**config.mk**
```make
export PLATFORM = sky130hd
export DESIGN_NAME = spi_slave_rx
export DESIGN_NICKNAME = d
export VERILOG_FILES = /design/src/rtl/spi_slave_rx.sv
export SDC_FILE = /design/constraint.sdc
export NUM_CORES = 1
export LEC_CHECK = 0
export ABC_AREA = 1
export CORE_ASPECT_RATIO = 0.8
export CORE_MARGIN = 2
export CORE_UTILIZATION = 50
export CTS_CLUSTER_DIAMETER = 80
export CTS_CLUSTER_SIZE = 10
export DETAILED_ROUTE_END_ITERATION = 8
export PLACE_DENSITY = 0.72
export SKIP_LAST_GASP = 1
export SYNTH_ARGS = -nofsm -noshare
export SYNTH_HDL_FRONTEND = slang
export SYNTH_SLANG_ARGS = --single-unit
```
**constraint.sdc**
```tcl
create_clock -name clk -period 2.9 [get_ports clk]
set_input_delay 0.58 -clock clk [delete_from_list [all_inputs] [get_ports clk]]
set_output_delay 0.58 -clock clk [all_outputs]
set_load 0.01 [all_outputs]
```
**src/rtl/spi_slave_rx.sv**
```systemverilog
// SPI receive stage: oversamples cs/sclk/mosi on clk, deserializes MSB-first
// words and hands each completed word to a valid/ready consumer. Aborted
// frames raise a one-cycle frame_err; words that find dout still occupied
// are dropped and set the sticky overrun flag.
module spi_slave_rx #(
    parameter int DATA_W = 12,
    parameter int CPOL   = 0,
    parameter int CPHA   = 0
) (
    input  logic                      clk,
    input  logic                      rst_n,
    input  logic                      cs,
    input  logic                      sclk,
    input  logic                      mosi,
    output logic [DATA_W-1:0]         dout,
    output logic                      dout_valid,
    input  logic                      dout_ready,
    output logic                      frame_err,
    output logic                      overrun,
    input  logic                      overrun_clr,
    output logic                      busy,
    output logic [$clog2(DATA_W)-1:0] bit_cnt
);

    localparam int CNT_W = $clog2(DATA_W);
    localparam logic SCLK_IDLE   = (CPOL != 0);
    localparam logic SAMPLE_RISE = (CPOL == CPHA);
    // Synchronizer reset image, bit order {mosi, sclk, cs}
    localparam logic [2:0] SYNC_RST = {1'b0, SCLK_IDLE, 1'b0};
    localparam logic [CNT_W-1:0] LAST_BIT = CNT_W'(DATA_W - 1);

    localparam logic [0:0] ST_IDLE  = 1'b0;
    localparam logic [0:0] ST_SHIFT = 1'b1;

    logic [2:0] sync_in;
    logic [2:0] sync_s2;
    logic [1:0] sync_s3_reg;

    assign sync_in = {mosi, sclk, cs};

    // Equal-depth two-flop synchronizers keep mosi aligned with sclk
    genvar gi;
    generate
        for (gi = 0; gi < 3; gi++) begin : g_sync
            logic s1_reg;
            logic s2_reg;

            // Two-stage metastability filter for one asynchronous input
            always_ff @(posedge clk or negedge rst_n) begin
                if (!rst_n) begin
                    s1_reg <= SYNC_RST[gi];
                    s2_reg <= SYNC_RST[gi];
                end else begin
                    s1_reg <= sync_in[gi];
                    s2_reg <= s1_reg;
                end
            end

            assign sync_s2[gi] = s2_reg;
        end
    endgenerate

    // Previous synchronized cs/sclk for edge detection
    always_ff @(posedge clk or negedge rst_n) begin
        if (!rst_n) begin
            sync_s3_reg <= SYNC_RST[1:0];
        end else begin
            sync_s3_reg <= sync_s2[1:0];
        end
    end

    logic cs_s2, sclk_s2, mosi_s2, cs_s3, sclk_s3;
    logic cs_rise, cs_fall, sclk_rise, sclk_fall, sample_edge;

    assign cs_s2       = sync_s2[0];
    assign sclk_s2     = sync_s2[1];
    assign mosi_s2     = sync_s2[2];
    assign cs_s3       = sync_s3_reg[0];
    assign sclk_s3     = sync_s3_reg[1];
    assign cs_rise     = cs_s2 & ~cs_s3;
    assign cs_fall     = ~cs_s2 & cs_s3;
    assign sclk_rise   = sclk_s2 & ~sclk_s3;
    assign sclk_fall   = ~sclk_s2 & sclk_s3;
    assign sample_edge = SAMPLE_RISE ? sclk_rise : sclk_fall;

    logic [0:0]        state_reg, state_next;
    logic [CNT_W-1:0]  bit_cnt_reg, bit_cnt_next;
    logic [DATA_W-1:0] shift_reg, shift_next;
    logic [DATA_W-1:0] word_reg, word_next;
    logic              pend_reg, pend_next;
    logic              ferr_reg, ferr_next;

    // Frame FSM: shift on sample edges, detect word completion and aborts.
    // A completed word is parked in word_reg so the commit a cycle later
    // cannot be disturbed by a new frame clearing the shift register.
    always_comb begin
        state_next   = state_reg;
        bit_cnt_next = bit_cnt_reg;
        shift_next   = shift_reg;
        word_next    = word_reg;
        pend_next    = 1'b0;
        ferr_next    = 1'b0;
        case (state_reg)
            ST_IDLE: begin
                if (cs_rise) begin
                    bit_cnt_next = '0;
                    shift_next   = '0;
                    state_next   = ST_SHIFT;
                end
            end
            ST_SHIFT: begin
                if (sample_edge) begin
                    shift_next = {shift_reg[DATA_W-2:0], mosi_s2};
                    if (bit_cnt_reg == LAST_BIT) begin
                        bit_cnt_next = '0;
                        word_next    = {shift_reg[DATA_W-2:0], mosi_s2};
                        pend_next    = 1'b1;
                    end else begin
                        bit_cnt_next = bit_cnt_reg + 1'b1;
                    end
                end
                // A final bit landing together with cs release still commits
                if (cs_fall) begin
                    state_next   = ST_IDLE;
                    ferr_next    = (bit_cnt_next != '0);
                    bit_cnt_next = '0;
                end
            end
            default: state_next = ST_IDLE;
        endcase
    end

    // FSM and datapath state registers
    always_ff @(posedge clk or negedge rst_n) begin
        if (!rst_n) begin
            state_reg   <= ST_IDLE;
            bit_cnt_reg <= '0;
            shift_reg   <= '0;
            word_reg    <= '0;
            pend_reg    <= 1'b0;
            ferr_reg    <= 1'b0;
        end else begin
            state_reg   <= state_next;
            bit_cnt_reg <= bit_cnt_next;
            shift_reg   <= shift_next;
            word_reg    <= word_next;
            pend_reg    <= pend_next;
            ferr_reg    <= ferr_next;
        end
    end

    logic [DATA_W-1:0] dout_reg;
    logic              dout_valid_reg;
    logic              overrun_reg;
    logic              drop_word;

    assign drop_word = pend_reg & dout_valid_reg & ~dout_ready;

    // Output holding register with valid/ready handshake and overrun flag
    always_ff @(posedge clk or negedge rst_n) begin
        if (!rst_n) begin
            dout_reg       <= '0;
            dout_valid_reg <= 1'b0;
            overrun_reg    <= 1'b0;
        end else begin
            if (pend_reg && (!dout_valid_reg || dout_ready)) begin
                dout_reg       <= word_reg;
                dout_valid_reg <= 1'b1;
            end else if (dout_valid_reg && dout_ready) begin
                dout_valid_reg <= 1'b0;
            end
            // Setting wins over a simultaneous clear
            if (drop_word) begin
                overrun_reg <= 1'b1;
            end else if (overrun_clr) begin
                overrun_reg <= 1'b0;
            end
        end
    end

    assign dout       = dout_reg;
    assign dout_valid = dout_valid_reg;
    assign overrun    = overrun_reg;
    assign frame_err  = ferr_reg;
    assign busy       = (state_reg == ST_SHIFT);
    assign bit_cnt    = bit_cnt_reg;

endmodule

```
==> results.yml <==
status:
  status: "completed"
route:
  routedWlPerCell_um: 11.3
  first_pass_iters: 4
  drc: 0
  postRouteAntennaNets: 0
  finalWirelength_mm: 3.20
  via_per_inst: 4.78
  drt_iter0_markers: 115
  via_count: 1347
global_routing:
  grt.total_usage: 0.158
  grt_max_degree: 30
  grt_overflow_total: 0
  grt_pass1_wl_mm: 5.35
  antenna_found_initial: 0
  grt_pass1_vias: 1134
worst_setup_path:
  path_cells: "clkdlybuf4s50_1"
  critPathKind: "reg2out"
  worst-path-stages: 1
  slowest_stage: "clkdlybuf4s50_1"
  worst-path-buf-inv: 1
  crit_path_start: "busy"
  cp-end-kind: "primary output"
  worstPathMaxFanout: 7
  cpPeakStageDelay_ns: 0.59
  cp.required_ns: 2.32
  cpLargestDelayFamily: "buffers and inverters"
  critPathArrivalTime_ns: 1.37
  startpoint_type: "register"
  rr_worst_depth: 5
  r2r-start: "bit_cnt[0]"
cts:
  cts_root_buf: "clkbuf_8"
  clockBufferDepth: 2
  cts_tree: "done"
  post_cts_resized: 0
  cts_max_level: 2
  insertion_delay_ns: 0.29
  cts_hold_buf: 0
  clk_pin_slew_ns: 0.09
  cts_buffers: 5
  cts.sinks: 52
  post-cts-setup-buffers: 0
synthesis:
  synth.area.top_cells: "dfrtp_1 (64%), nand2_1 (7.6%), inv_1 (6.7%)"
  synthArstFlopShare: 1.00
  synth_area_leader_cell: "dfrtp_1"
  yosysMostFrequentCell: "dfrtp_1"
  ys_ff_latch: 52
  synth_edf_count: 0
  syn_nets: 205
  synth.top_cell.area_share: 0.644
  synth_flop_cell: "dfrtp_1"
  avgSynthCellArea_um2: 10.3
  ys_seq_area_frac: 0.644
  synth_warnings: 0
  yosysUniqueCellTypes: 19
  synth_top_cells_by_count: "dfrtp_1 (52), nand2_1 (41), inv_1 (36)"
  synthCells: 197
  netlist_area_um2: 2020
sta:
  rsz0062_at_grt: "no"
  finalSetupViolCount: 0
  period_share: 0.674
  relSlewSlack: 0.515
  final_hold_viol_count: 0
  setup_tns_ns: 0
  skew_ns: 0.00516
  maxSlewViolCount: 0
  hold_slack_ns: 0.264
  maxClockFrequency_mhz: 512
  worstMarginPinSlew_ns: 0.728
  fin_ws_ns: 0.947
  period_needed_ns: 1.95
final_layout:
  drive_gt1_frac: 0.0925
  layout.nets: 234
  diodes: 0
  areaGrowthSynthToFinish_pct: 19.1
floorplanning:
  die_area_um2: 4570
  die_h_um: 60.9
  placeableCoreArea_um2: 3830
  initial_core_util: 0.528
  row_count: 20
  ios: 27
  die_w_um: 75.1
power:
  pwr_density_cell_nw_per_um2: 522
  peakVddDrop_uv: 369
  p_leak_nw: 1.09
place:
  io_buffer_count: 26
  pre_cts_slack_ns: 0.930
  place_congestion: 0.819
  place_hpwl_mm: 2.31
min_path:
  worst_hold_path_type: "in2async"
run:
  maxCapViolations: 0
cell families (layout without fill, tap and decap cells):
kind of cell	Yosys count	after routing	synth area share
and+or+nand+nor	58	58	0.129
DFF	52	52	0.644
AOI/OAI and AO/OA	43	43	0.128
buffers and inverters	43	73	0.0923
adders and majority gates	1	1	0.00619
metal layers:
| metal | vias up | wire, µm | GRT usage |
|---|---|---|---|
| met1 | 630 | 1790 | 0.251 |
| met5 | - | 0 | 0 |
| li1 | 681 | - | - |
| met4 | 0 | 18 | 0.0383 |
| met2 | 34 | 1250 | 0.213 |
| met3 | 2 | 144 | 0.0449 |
per-stage QoR:
| stage | area, µm² | utilization | total power, W | instances |
|---|---|---|---|---|
| 2_1_floorplan | 2020 | - | 0.000818 | 197 |
| 3_3_place_gp | 2310 | 0.604 | 0.000861 | 274 |
| 3_5_place_dp | 2310 | 0.604 | 0.000863 | 274 |
| 4_1_cts | 2410 | 0.628 | 0.00127 | 282 |
| 5_1_grt | 2410 | 0.628 | 0.00132 | 282 |
| 6_report | 2410 | 0.628 | 0.00126 | 282 |
layout make-up:
type,count,area (µm²)
fillers,315,1420
inverters,37,139
multi-input cells,102,533
well taps,55,68.8
flip-flops and latches,52,1300
repair buffers,28,270
clock buffers,7,86.3
clock inverters,1,7.51
worst paths after layout:
check / end / slack (ns)
min in group clk: g_sync[2].s2_reg / 0.35
max in group asynchronous: word_reg[11] / 2.34
min reg2reg: g_sync[2].s2_reg / 0.35
max reg2reg: word_reg[6] / 1.21
min: sync_s3_reg[1] / 0.26
max: busy / 0.95
layout by cell type, fill, tap and decap left out, drive strengths merged:
master	instances
clkinvlp	1
buf	3
nor2	8
nand4	2
nand2	42
clkdlybuf4s50	25
o21ai	26
nand3	6
clkbuf	7
a21oi	3
inv	37
dfrtp	52
o22ai	14
ha	1
power breakdown:
part	internal, W	total (W)	switching, W	leakage, nW
logic	0.0000374	0.0000934	0.0000559	0.340
clock network	0.000194	0.000408	0.000214	0.0445
registers	0.000740	0.000754	0.0000144	0.704
(Power assumes the default switching activity.)
